<file path="src/rtl/alu_cmd_sequencer_pkg.sv">
// Shared types and constants for the ALU command sequencer.
package alu_cmd_pkg;

    localparam int unsigned OP_W = 4;

    localparam int unsigned BTN_U = 3;
    localparam int unsigned BTN_L = 2;
    localparam int unsigned BTN_D = 1;
    localparam int unsigned BTN_R = 0;

    typedef enum logic [2:0] {
        IDLE,
        COLLECT,
        ISSUE,
        WAIT,
        DONE
    } state_e;

endpackage

</file>
<file path="src/rtl/alu_cmd_sequencer_btn_debounce.sv">
// One button: 2-flop synchroniser followed by a saturating stable-sample debouncer.
module btn_debounce #(
    parameter int unsigned DEBOUNCE_CYCLES = 1000000
) (
    input  logic clk,
    input  logic reset,
    input  logic btn_i,
    output logic level_o
);

    localparam int unsigned CNT_W = (DEBOUNCE_CYCLES < 1) ? 1 : $clog2(DEBOUNCE_CYCLES + 1);
    localparam logic [CNT_W-1:0] CNT_MAX = CNT_W'(DEBOUNCE_CYCLES);

    logic             sync1_q;
    logic             sync2_q;
    logic             prev_q;
    logic [CNT_W-1:0] cnt_q;
    logic [CNT_W-1:0] cnt_d;
    logic             level_q;
    logic             level_d;

    // cnt_q is the length of the current run of equal samples ending in prev_q
    always_comb begin
        cnt_d   = cnt_q;
        level_d = level_q;
        if (sync2_q != prev_q) begin
            cnt_d = CNT_W'(1);
        end else if (cnt_q != CNT_MAX) begin
            cnt_d = cnt_q + CNT_W'(1);
        end
        if (cnt_q == CNT_MAX) begin
            level_d = prev_q;
        end
    end

    always_ff @(posedge clk) begin
        if (reset) begin
            sync1_q <= 1'b0;
            sync2_q <= 1'b0;
            prev_q  <= 1'b0;
            cnt_q   <= '0;
            level_q <= 1'b0;
        end else begin
            sync1_q <= btn_i;
            sync2_q <= sync1_q;
            prev_q  <= sync2_q;
            cnt_q   <= cnt_d;
            level_q <= level_d;
        end
    end

    assign level_o = level_q;

endmodule

</file>
<file path="src/rtl/alu_cmd_sequencer.sv">
// Button-chord command sequencer feeding the board ALU; one enable per chord, then a result strobe.
// Build option ALU_CMD_SEQ_SW_OP_EN: op code comes from sw[15:12] and any button acts as "go".
module alu_cmd_sequencer
    import alu_cmd_pkg::*;
#(
    parameter int unsigned DEBOUNCE_CYCLES = 1000000,
    parameter int unsigned ALU_LATENCY     = 1,
    parameter int unsigned OPND_W          = 8
) (
    input  logic              clk,
    input  logic              reset,
    input  logic [15:0]       sw,
    input  logic [3:0]        btn_raw,
    output logic [OP_W-1:0]   op_code,
    output logic [OPND_W-1:0] opnd_a,
    output logic [OPND_W-1:0] opnd_b,
    output logic              alu_enable,
    output logic              result_strobe,
    output logic              busy
);

    localparam logic [3:0] LAT_LAST = 4'(ALU_LATENCY - 1);

    logic [OP_W-1:0]   deb;

    state_e            state_q, state_d;
    logic [OP_W-1:0]   chord_q, chord_d;
    logic              arm_q, arm_d;
    logic [3:0]        lat_q, lat_d;
    logic [OP_W-1:0]   op_q, op_d;
    logic [OPND_W-1:0] a_q, a_d;
    logic [OPND_W-1:0] b_q, b_d;

    for (genvar i = 0; i < OP_W; i++) begin : g_btn
        btn_debounce #(
            .DEBOUNCE_CYCLES(DEBOUNCE_CYCLES)
        ) u_db (
            .clk    (clk),
            .reset  (reset),
            .btn_i  (btn_raw[i]),
            .level_o(deb[i])
        );
    end

    always_comb begin
        state_d = state_q;
        chord_d = chord_q;
        arm_d   = arm_q;
        lat_d   = lat_q;
        op_d    = op_q;
        a_d     = a_q;
        b_d     = b_q;
        case (state_q)
            IDLE: begin
                // arm_q blocks a button still held from the previous command
                if (arm_q && (deb != '0)) begin
                    state_d = COLLECT;
                    chord_d = deb;
                    arm_d   = 1'b0;
                end else if (deb == '0) begin
                    arm_d = 1'b1;
                end
            end
            COLLECT: begin
                chord_d = chord_q | deb;
                if (deb == '0) begin
                    state_d = ISSUE;
`ifdef ALU_CMD_SEQ_SW_OP_EN
                    op_d    = sw[15:12];
                    a_d     = OPND_W'(sw[11:8]);
`else
                    op_d    = chord_q;
                    a_d     = OPND_W'(sw[15:8]);
`endif
                    b_d     = OPND_W'(sw[7:0]);
                end
            end
            ISSUE: begin
                lat_d   = '0;
                state_d = WAIT;
            end
            WAIT: begin
                if (lat_q == LAT_LAST) begin
                    state_d = DONE;
                end else begin
                    lat_d = lat_q + 4'd1;
                end
            end
            DONE: begin
                chord_d = '0;
                state_d = IDLE;
            end
            default: begin
                state_d = IDLE;
            end
        endcase
    end

    always_ff @(posedge clk) begin
        if (reset) begin
            state_q <= IDLE;
            chord_q <= '0;
            arm_q   <= 1'b0;
            lat_q   <= '0;
            op_q    <= '0;
            a_q     <= '0;
            b_q     <= '0;
        end else begin
            state_q <= state_d;
            chord_q <= chord_d;
            arm_q   <= arm_d;
            lat_q   <= lat_d;
            op_q    <= op_d;
            a_q     <= a_d;
            b_q     <= b_d;
        end
    end

    assign op_code       = op_q;
    assign opnd_a        = a_q;
    assign opnd_b        = b_q;
    assign alu_enable    = (state_q == ISSUE);
    assign result_strobe = (state_q == DONE);
    assign busy          = (state_q != IDLE);

endmodule

</file>
<file path="config.mk">
export PLATFORM = sky130hd
export DESIGN_NAME = alu_cmd_sequencer
export DESIGN_NICKNAME = d
export VERILOG_FILES = /design/src/rtl/alu_cmd_sequencer_pkg.sv /design/src/rtl/alu_cmd_sequencer_btn_debounce.sv /design/src/rtl/alu_cmd_sequencer.sv
export SDC_FILE = /design/constraint.sdc
export NUM_CORES = 1
export LEC_CHECK = 0
export BUFFER_PORTS_ARGS = -buffer_cell sky130_fd_sc_hd__buf_2
export CAP_MARGIN = 20
export CORE_MARGIN = 2
export CORE_UTILIZATION = 41
export CTS_CLUSTER_DIAMETER = 40
export DETAILED_ROUTE_END_ITERATION = 7
export PLACE_DENSITY = 0.59
export SLEW_MARGIN = 20
export SYNTH_ARGS = -nofsm -noshare
export SYNTH_HDL_FRONTEND = slang
export SYNTH_SLANG_ARGS = --single-unit
</file>
<file path="constraint.sdc">
create_clock -name clk -period 3.6 [get_ports clk]
set_input_delay 0.72 -clock clk [delete_from_list [all_inputs] [get_ports clk]]
set_output_delay 0.72 -clock clk [all_outputs]
set_load 0.02 [all_outputs]
</file>
==> results by stage, run 1 <==
Routing:
- Wires add up to 11.8 mm.
- For this block, the via count after detailed routing is 4847.
- The per-cell via count in the routed design is 5.33.
- The DRC violation total after the first TritonRoute iteration is 256.
- The first TritonRoute pass finished after 4 iterations.
- The remaining design rule violation count is 0.
- Dividing the detail-routed wire length by the instance count gives 12.9 um.
- The antenna violation net count after detailed routing is 0.

Logic synthesis:
- After synthesis, the largest family of logic cells by area is simple AND/OR/NAND/NOR gates.
- The area fraction of the dominant cell type after synthesis is 0.444.
- The synthesized design spends more area on one cell type than any other, namely dfxtp_1.
- The number of different library cells used by synthesis comes to 52.
- Synthesis produced a netlist whose cell count is 686.
- The simple-gate portion of the synthesized area is 0.288.
- Of the synthesized area, sequential elements account for 0.444.
- The area of the mapped netlist is 5770 um2.
- Of the total synthesized cell area, the portion taken by full adders, half adders and majority gates is 0.0217.
- The async set-reset flop share out of synthesis is 0.
- Counting flops with a built-in enable in the synthesized netlist gives 0.
- By count the netlist is led by dfxtp_1, nand2_1, nor2_1.
- Of the total synthesized cell area, the portion taken by XOR and XNOR cells is 0.0743.
- The most common cell in the netlist is dfxtp_1.
- The mean cell area of the mapped netlist is 8.42 um2.
- Counting every net in the synthesized netlist gives 718.
- The synthesized design contains 128 register bits.
- The compound-cell area share of the yosys netlist was 0.127.
- By area the synthesized netlist is led by dfxtp_1, a21oi_1, xor2_1, nand2_1, nor2_1.
- The Yosys step of the flow raised 0 warnings.
- The most common flop cell mapped by yosys is dfxtp_1.
- The multiplexer fraction of the synthesized cell area is 0.00715.

Clock tree:
- The cts-stage hold buffer count is 0.
- The clock tree root buffer cell is clkbuf_16.
- The number of clock buffers inserted by TritonCTS is 17.
- TritonCTS built the clock tree.
- The H-tree depth is 4.
- Clock latency on the worst-skew pair, taken at its later pin, is 410 ps.
- Buffers added to address setup during post-CTS repair amount to 0.
- Clock-pin slew was measured on the worst setup and hold paths at 50 ps.
- In this run the deepest clock path goes through 2 buffers.
- The total number of clock tree sinks is 128.
- Once the clock tree was built, the resizer swapped 0 gates to a different size.

STA:
- The peak clock frequency supported by timing is 0.388 GHz.
- The count of pins over their slew limit came to 0.
- The number of failing setup endpoints in the final timing report is 0.
- The worst pin sits at a relative slew slack of 0.504.
- The total count of hold-check failures in the final report is 0.
- The clock period minus final worst setup slack is 2580 ps.
- The clock arrives with 5.82 ps of skew.
- Setup repair after global routing left no endpoint under its margin.
- The actual transition at the worst max-transition pin is 741 ps.
- In the finished design, the share of the clock period the worst path needs comes to 0.717.
- In the final timing run, aggregate negative setup slack is 0 ps.
- On the final layout, the worst hold slack is 435 ps.

Critical path:
- The worst setup path is launched from a flop.
- The number of cells traversed by the worst register-to-register path is 4.
- The worst setup path is of the reg -> out kind.
- Data on the critical path is required at its endpoint by 2880 ps.
- In this run the critical register-to-register path is captured at opnd_b[6].
- The data arrival time of the critical path is 1860 ps.
- Walking the worst path, the cells encountered are nor3b_1 > buf_2.
- The startpoint of the most critical setup path is state_q[1].
- The setup slack on the worst flop-to-flop path is 1490 ps.
- The largest incremental delay on the critical path is 640 ps.
- Counting both buffers and inverters, the worst setup path holds a total of 1.
- For this design, the slowest cell found on the critical path is dfxtp_1.
- The largest fanout of any net on the critical path is 18.
- The critical path crosses 2 cells after its start point.
- The most critical setup path has its endpoint at alu_enable.
- The dominant delay contributor by cell family on the critical path is flip-flops.
- The category of the worst setup path capture point is a primary output.
- The startpoint of the worst-slack reg-to-reg timing path is g_btn[0].u_db.level_o.

Die:
- The die outline height is 123 um.
- The number of primary I/O pins is 45.
- The die width is 123 um.
- The core region is 13800 um2.
- The site row count is 43.
- The overall die area is 15000 um2.
- The initial utilization of the core area, before any placement, comes to 0.418.

Global routing:
- The largest net degree at the start of global routing is 44.
- The overall track demand over capacity in global routing is 0.167.
- The initial antenna violation count was 0.
- The number of global-route vias before repair is 4468.
- The wire length of the first global-routing pass is 20.3 mm.
- The aggregate global routing overflow is 0.

Placement:
- The count of buffers added on input and output ports is 44.
- The weighted congestion reported at the end of routability-driven placement is 0.804.
- Detailed placement finished with a half-perimeter wire length of 8.15 mm.

Pwr:
- The power density of the placed cells is 496 nW/um2.
- The completed layout was analyzed and its total power is 3.30 mW.
- The peak supply drop is 0.339 mV.
- The leakage power is 2.31 nW.

Hold path:
- The kind of path behind the tightest hold check is reg -> reg.

Layout:
- The area overhead of the layout relative to synthesis is 15.3%.
- After filler insertion, the fill cell instance count of the layout stands at 1327.
- The core occupancy in the finished layout is 0.482.
- In the final design database the tool counted 751 nets.
- The repair_antennas step left the layout with diodes totalling 0.
- In the final layout, the share of cells above drive strength 1 is 0.110.

Job:
- The reported max-cap violation count is 0.

Status:
- The flow ran to the end, and the final reports show no timing, DRC or antenna violations.
-- kinds of logic (layout without fill, tap and decap cells) --
group,after synthesis,in the layout
simple gates,317,317
fa+ha+maj,10,10
mux,4,4
xor+xnor,49,49
buf+inv,57,101
flops,128,128
compound gates,121,121
-- cells in the final DEF (no fill, tap or decap), types with 16 or more instances in the layout --
cell type and count:
nand3_1 35, nand4_1 24, inv_1 26, o21ai_0 21, nand2_1 68, or3_1 17, xor2_1 31, buf_2 44
a21oi_1 58, xnor2_1 18, nor3_1 20, nor2_1 64, dfxtp_1 128, nor2b_1 16, clkbuf_16 17
-- layer usage --
layer	global-route usage	part of all wire	up-vias	wire length, um
li1	-	-	2509	-
met1	0.207	0.47	2277	5530
met2	0.272	0.48	55	5700
met3	0.0595	0.040	6	468
met4	0.0510	0.0070	0	83
met5	0	0	-	0
-- layout make-up --
type	count	area [um2]	share of cell area
repair buffers	45	228	0.0342
well taps	180	225	0.0338
flip-flops and latches	128	2560	0.385
clock buffers	25	495	0.0744
inverters	26	97.6	0.0147
multi-input cells	501	3000	0.450
clock inverters	5	55.1	0.00827
-- flip-flops by register name (all words and copies together) (netlist names) --
| register | count |
|---|---|
| opnd_b | 8 |
| opnd_a | 8 |
| g_btn.u_db.sync1_q | 4 |
| g_btn.u_db.cnt_q | 80 |
| state_q | 3 |
| g_btn.u_db.level_o | 4 |
| lat_q | 4 |
| g_btn.u_db.prev_q | 4 |
| g_btn.u_db.sync2_q | 4 |
| arm_q | 1 |
| op_code | 4 |
| chord_q | 4 |
-- per-stage QoR --
stage | setup slack [ps] | area (um2) | std cells
floorplan | 1600 | 5770 | 686
global placement | 1320 | 6110 | 880
detailed placement | 1280 | 6110 | 880
CTS | 997 | 6660 | 910
global route | 841 | 6660 | 910
finish | 1020 | 6660 | 910
-- how the worst min path moves through the flow --
| stage | from | end | slack, ps | cells after the start |
|---|---|---|---|---|
| after floorplan | g_btn[0].u_db.sync1_q | g_btn[0].u_db.sync2_q | 410 | 1 |
| after global placement | g_btn[3].u_db.sync1_q | g_btn[3].u_db.sync2_q | 420 | 1 |
| after detailed placement | g_btn[0].u_db.sync1_q | g_btn[0].u_db.sync2_q | 430 | 1 |
| after CTS | g_btn[1].u_db.sync1_q | g_btn[1].u_db.sync2_q | 440 | 1 |
| after global routing | g_btn[1].u_db.sync1_q | g_btn[1].u_db.sync2_q | 450 | 1 |
| final | g_btn[3].u_db.sync1_q | g_btn[3].u_db.sync2_q | 430 | 1 |
-- power breakdown --
part	internal [mW]	switching [mW]	total (mW)
logic	0.0783	0.141	0.219
registers	1.46	0.0460	1.50
clock network	1.01	0.570	1.58
-- worst register-to-register path, delay by kind of cell, from the launching register on --
kind	cells	cell delay [ps]
AOI/OAI and AO/OA	1	100
and+or+nand+nor	3	1530
DFF	1	340
Note: power is estimated with default switching activity, not from simulation.
==> inputs of run 2 (changes only) <==
- ABC_AREA: unset -> 1
- clock period: 3.6 -> 2.6 ns (I/O delays scaled with it)
==> results by stage, run 2 <==
Critical path:
- The data arrival time of the critical path is 1360 ps (-500 ps).
- The startpoint identified for the worst register-to-register timing path is g_btn[1].u_db.cnt_q[1].
- The buffers plus inverters on the worst setup path is 3 (+2).
- Walking the worst path, the cells encountered are nor2_1 > inv_2 > nor2_2 > inv_1 > buf_2.
- The category of the worst setup path launch point is a flop.
- The required time of the critical path is 2080 ps (-800 ps).
- STA classifies the critical path endpoint as a primary output.
- The critical path class is reg -> out.
- The dominant delay contributor by cell family on the critical path is flip-flops.
- The largest incremental delay on the critical path was 340 ps (-300 ps).
- In this run the worst setup path begins at state_q[1].
- The largest fanout of any net on the critical path is 4 (-14).
- The largest individual stage delay along the critical path comes from the cell dfxtp_1.

STA:
- The actual transition at the worst max-transition pin is 580 ps (-161 ps).
- The sum of negative setup slack is 0 ps (unchanged).
- The final-layout worst hold slack is 295 ps (-139 ps).
- Derived from the worst setup path, the maximum achievable clock frequency is 0.533 GHz.
- The total count of hold-check failures in the final report is 0 (unchanged).
- The setup skew after layout is 7.23 ps (+1.41 ps).
- Setup repair after global routing left no endpoint under its margin.
- The number of failing setup endpoints in the final timing report was 0 (unchanged).
- The count of pins over their slew limit is 0 (unchanged).
- In the finished design, the share of the clock period the worst path needs comes to 0.722.
- The clock period minus final worst setup slack is 1880 ps.
- The remaining max-slew budget at the tightest pin is 0.613 (+0.109).

Layout:
- The total of fill cells in the finished design is 1508 (+14%).
- The library cells used most frequently in the layout, excluding fill and tap cells, are nand2_1, nor2_1, dfxtp_1.
- The layout cell share with drive strength beyond 1 is 0.143 (+0.0334).
- The number of cells in the finished layout apart from fillers is 1128 (+24%).
- The total inserted antenna cells is 0 (unchanged).
- The layout net count is 963 (+28%).
- The flip-flop count of the largest register after layout is 80 (unchanged).
- g_btn.u_db.cnt_q holds more flip-flops than any other register.
- The final cell area excluding filler cells came to 7050 um2 (+5.9%).
- Compared with the post-synthesis result, the final layout area differs by 16.5%.
- The commonest non-fill, non-tap cell in the layout is nand2_1.

Pwr:
- The peak supply drop is 0.424 mV (+25%).
- The power density of the placed cells is 677 nW/um2 (+36%).
- The total chip power came to 4.77 mW (+44%).
- The leakage power is 2.83 nW (+23%).

Logic synthesis:
- The register bit count reported by yosys is 128 (unchanged).
- The number of library cell types mapped by synthesis is 32 (-38%).
- The most used flip-flop cell after synthesis is dfxtp_1.
- The area of the mapped netlist was 6050 um2 (+4.8%).
- The cell count after synthesis is 880 (+28%).
- The area fraction of the dominant cell type after synthesis came to 0.423 (-0.0204).
- The mean cell area of the mapped netlist was 6.88 um2 (-18%).
- The yosys synthesis warning count was 0 (unchanged).
- The async set-reset flop share out of synthesis is 0 (unchanged).
- Summed over all instances, the cell type with the most area after synthesis is dfxtp_1.
- The net count of the mapped netlist came to 912 (+27%).
- The sequential area share after synthesis was 0.423 (-0.0204).
- The count of flip-flops with a built-in enable after synthesis was 0 (unchanged).
- After synthesis, the cell types taking the most area are dfxtp_1, nand2_1, nor2_1, a21oi_1, inv_1.
- Among all cell types in the netlist, the one instantiated most often is nand2_1.
- The commonest cells after synthesis are nand2_1, nor2_1, dfxtp_1.

Die:
- The area inside the core boundary came to 14500 um2 (+4.7%).
- The initial standard-cell utilization of the core is 0.418 (about the same).
- The overall die area came to 15700 um2 (+4.7%).
- The die outline height was 125 um (+2.3%).
- The number of primary I/O pins is 45 (unchanged).
- The site row count is 44 (+2.3%).
- The die width was 125 um (+2.3%).

Status:
- The run finished with clean final reports.

Clock tree:
- The number of buffers added for setup after CTS was 0 (unchanged).
- The clock latency on the worst-skew pair came to 420 ps (about the same).
- The clock transition time at the flip-flop clock pins of the worst setup and hold paths is 60 ps (about the same).
- The total number of clock tree sinks is 128 (unchanged).
- The clock tree root buffer cell is clkbuf_16.
- TritonCTS built the clock tree.
- The cts-stage hold buffer count is 0 (unchanged).
- The post-CTS resize count is 0 (unchanged).
- The number of clock buffers inserted by TritonCTS is 17 (unchanged).
- The H-tree depth is 4 (unchanged).
- The maximum count of clock buffers along a single path is 2 (unchanged).

Routing:
- The DRC violation total after the first TritonRoute iteration is 271 (+5.9%).
- The via count is 5369 (+11%).
- The iteration count of the initial detailed-routing pass is 4 (unchanged).
- The average detailed-routed wire length per instance is 11.4 um (-12%).
- The wire length after detailed routing came to 12.9 mm (+9.1%).
- The antenna violation net count after detailed routing is 0 (unchanged).
- The remaining design rule violation count was 0 (unchanged).
- The per-cell via count in the routed design is 4.76 (-11%).

Placement:
- The HPWL reported at the end of detailed placement came to 9.30 mm (+14%).
- The area after detailed placement was 6450 um2 (+5.6%).
- The weighted congestion reported at the end of routability-driven placement is 0.772 (-4.0%).
- The post-placement cell count is 1096 (+25%).
- The count of port buffers added during placement came to 44 (unchanged).

Global routing:
- The number of global-route vias before repair is 4854 (+8.6%).
- The initial antenna violation count is 0 (unchanged).
- The overall track demand over capacity in global routing is 0.171 (+0.00390).
- The wire length of the first global-routing pass was 22.3 mm (+9.8%).
- The largest net degree at the start of global routing is 31 (-30%).
- The aggregate global routing overflow is 0 (unchanged).

Job:
- The reported max-cap violation count is 0 (unchanged).

Hold path:
- The worst min-delay path startpoint is btn_raw[1].
- The path class of the tightest hold or removal check is in -> reg.
## run 2: path summary, 6_finish.rpt
check	endpoint	slack (ps)	cells after the start
setup reg to reg	g_btn[1].u_db.cnt_q[14]	1020	7
setup / recovery	busy	720	5
hold reg to reg	g_btn[3].u_db.sync2_q	400	2
hold / removal	g_btn[1].u_db.sync1_q	300	3
## run 2: area by class of cell
class,count,area [um2],share of cell area
flip-flops and latches,128,2560,0.363
multi-input cells,612,2950,0.418
clock buffers,18,439,0.0623
well taps,184,230,0.0326
inverters,127,477,0.0676
clock inverters,14,165,0.0234
repair buffers,45,228,0.0323
## run 2: logic make-up after synthesis
| group | Yosys count | synth area share |
|---|---|---|
| AOI/OAI and AO/OA | 147 | 0.124 |
| and+or+nand+nor | 448 | 0.333 |
| DFF | 128 | 0.423 |
| buffers and inverters | 140 | 0.0889 |
| adders and majority gates | 10 | 0.0207 |
| xor gates and xnor gates | 7 | 0.0101 |
## run 2: metal layers
metal  GRT usage  share of wire  up-vias
met4      0.0549          0.013        0
li1            -              -     2927
met2       0.270           0.45       49
met3      0.0488          0.024       13
met1       0.227           0.51     2380
met5           0              0        -
## run 2: metrics by stage
| step | util | worst slack, ps |
|---|---|---|
| floorplan | - | 1270 |
| global placement | 0.445 | 807 |
| detailed placement | 0.445 | 773 |
| CTS | 0.487 | 700 |
| global route | 0.487 | 634 |
| finish | 0.487 | 723 |
## run 2: worst min-delay path: stages
cell and delay (ps):
buf_2 70, inv_1 30, nor2_1 60
## run 2: power by group
group          leakage, nW  internal, mW  switching, mW
registers             1.04          2.02         0.0361
clock network        0.296          1.53          0.897
logic                 1.50        0.0953          0.199
total                 2.83          3.64           1.13
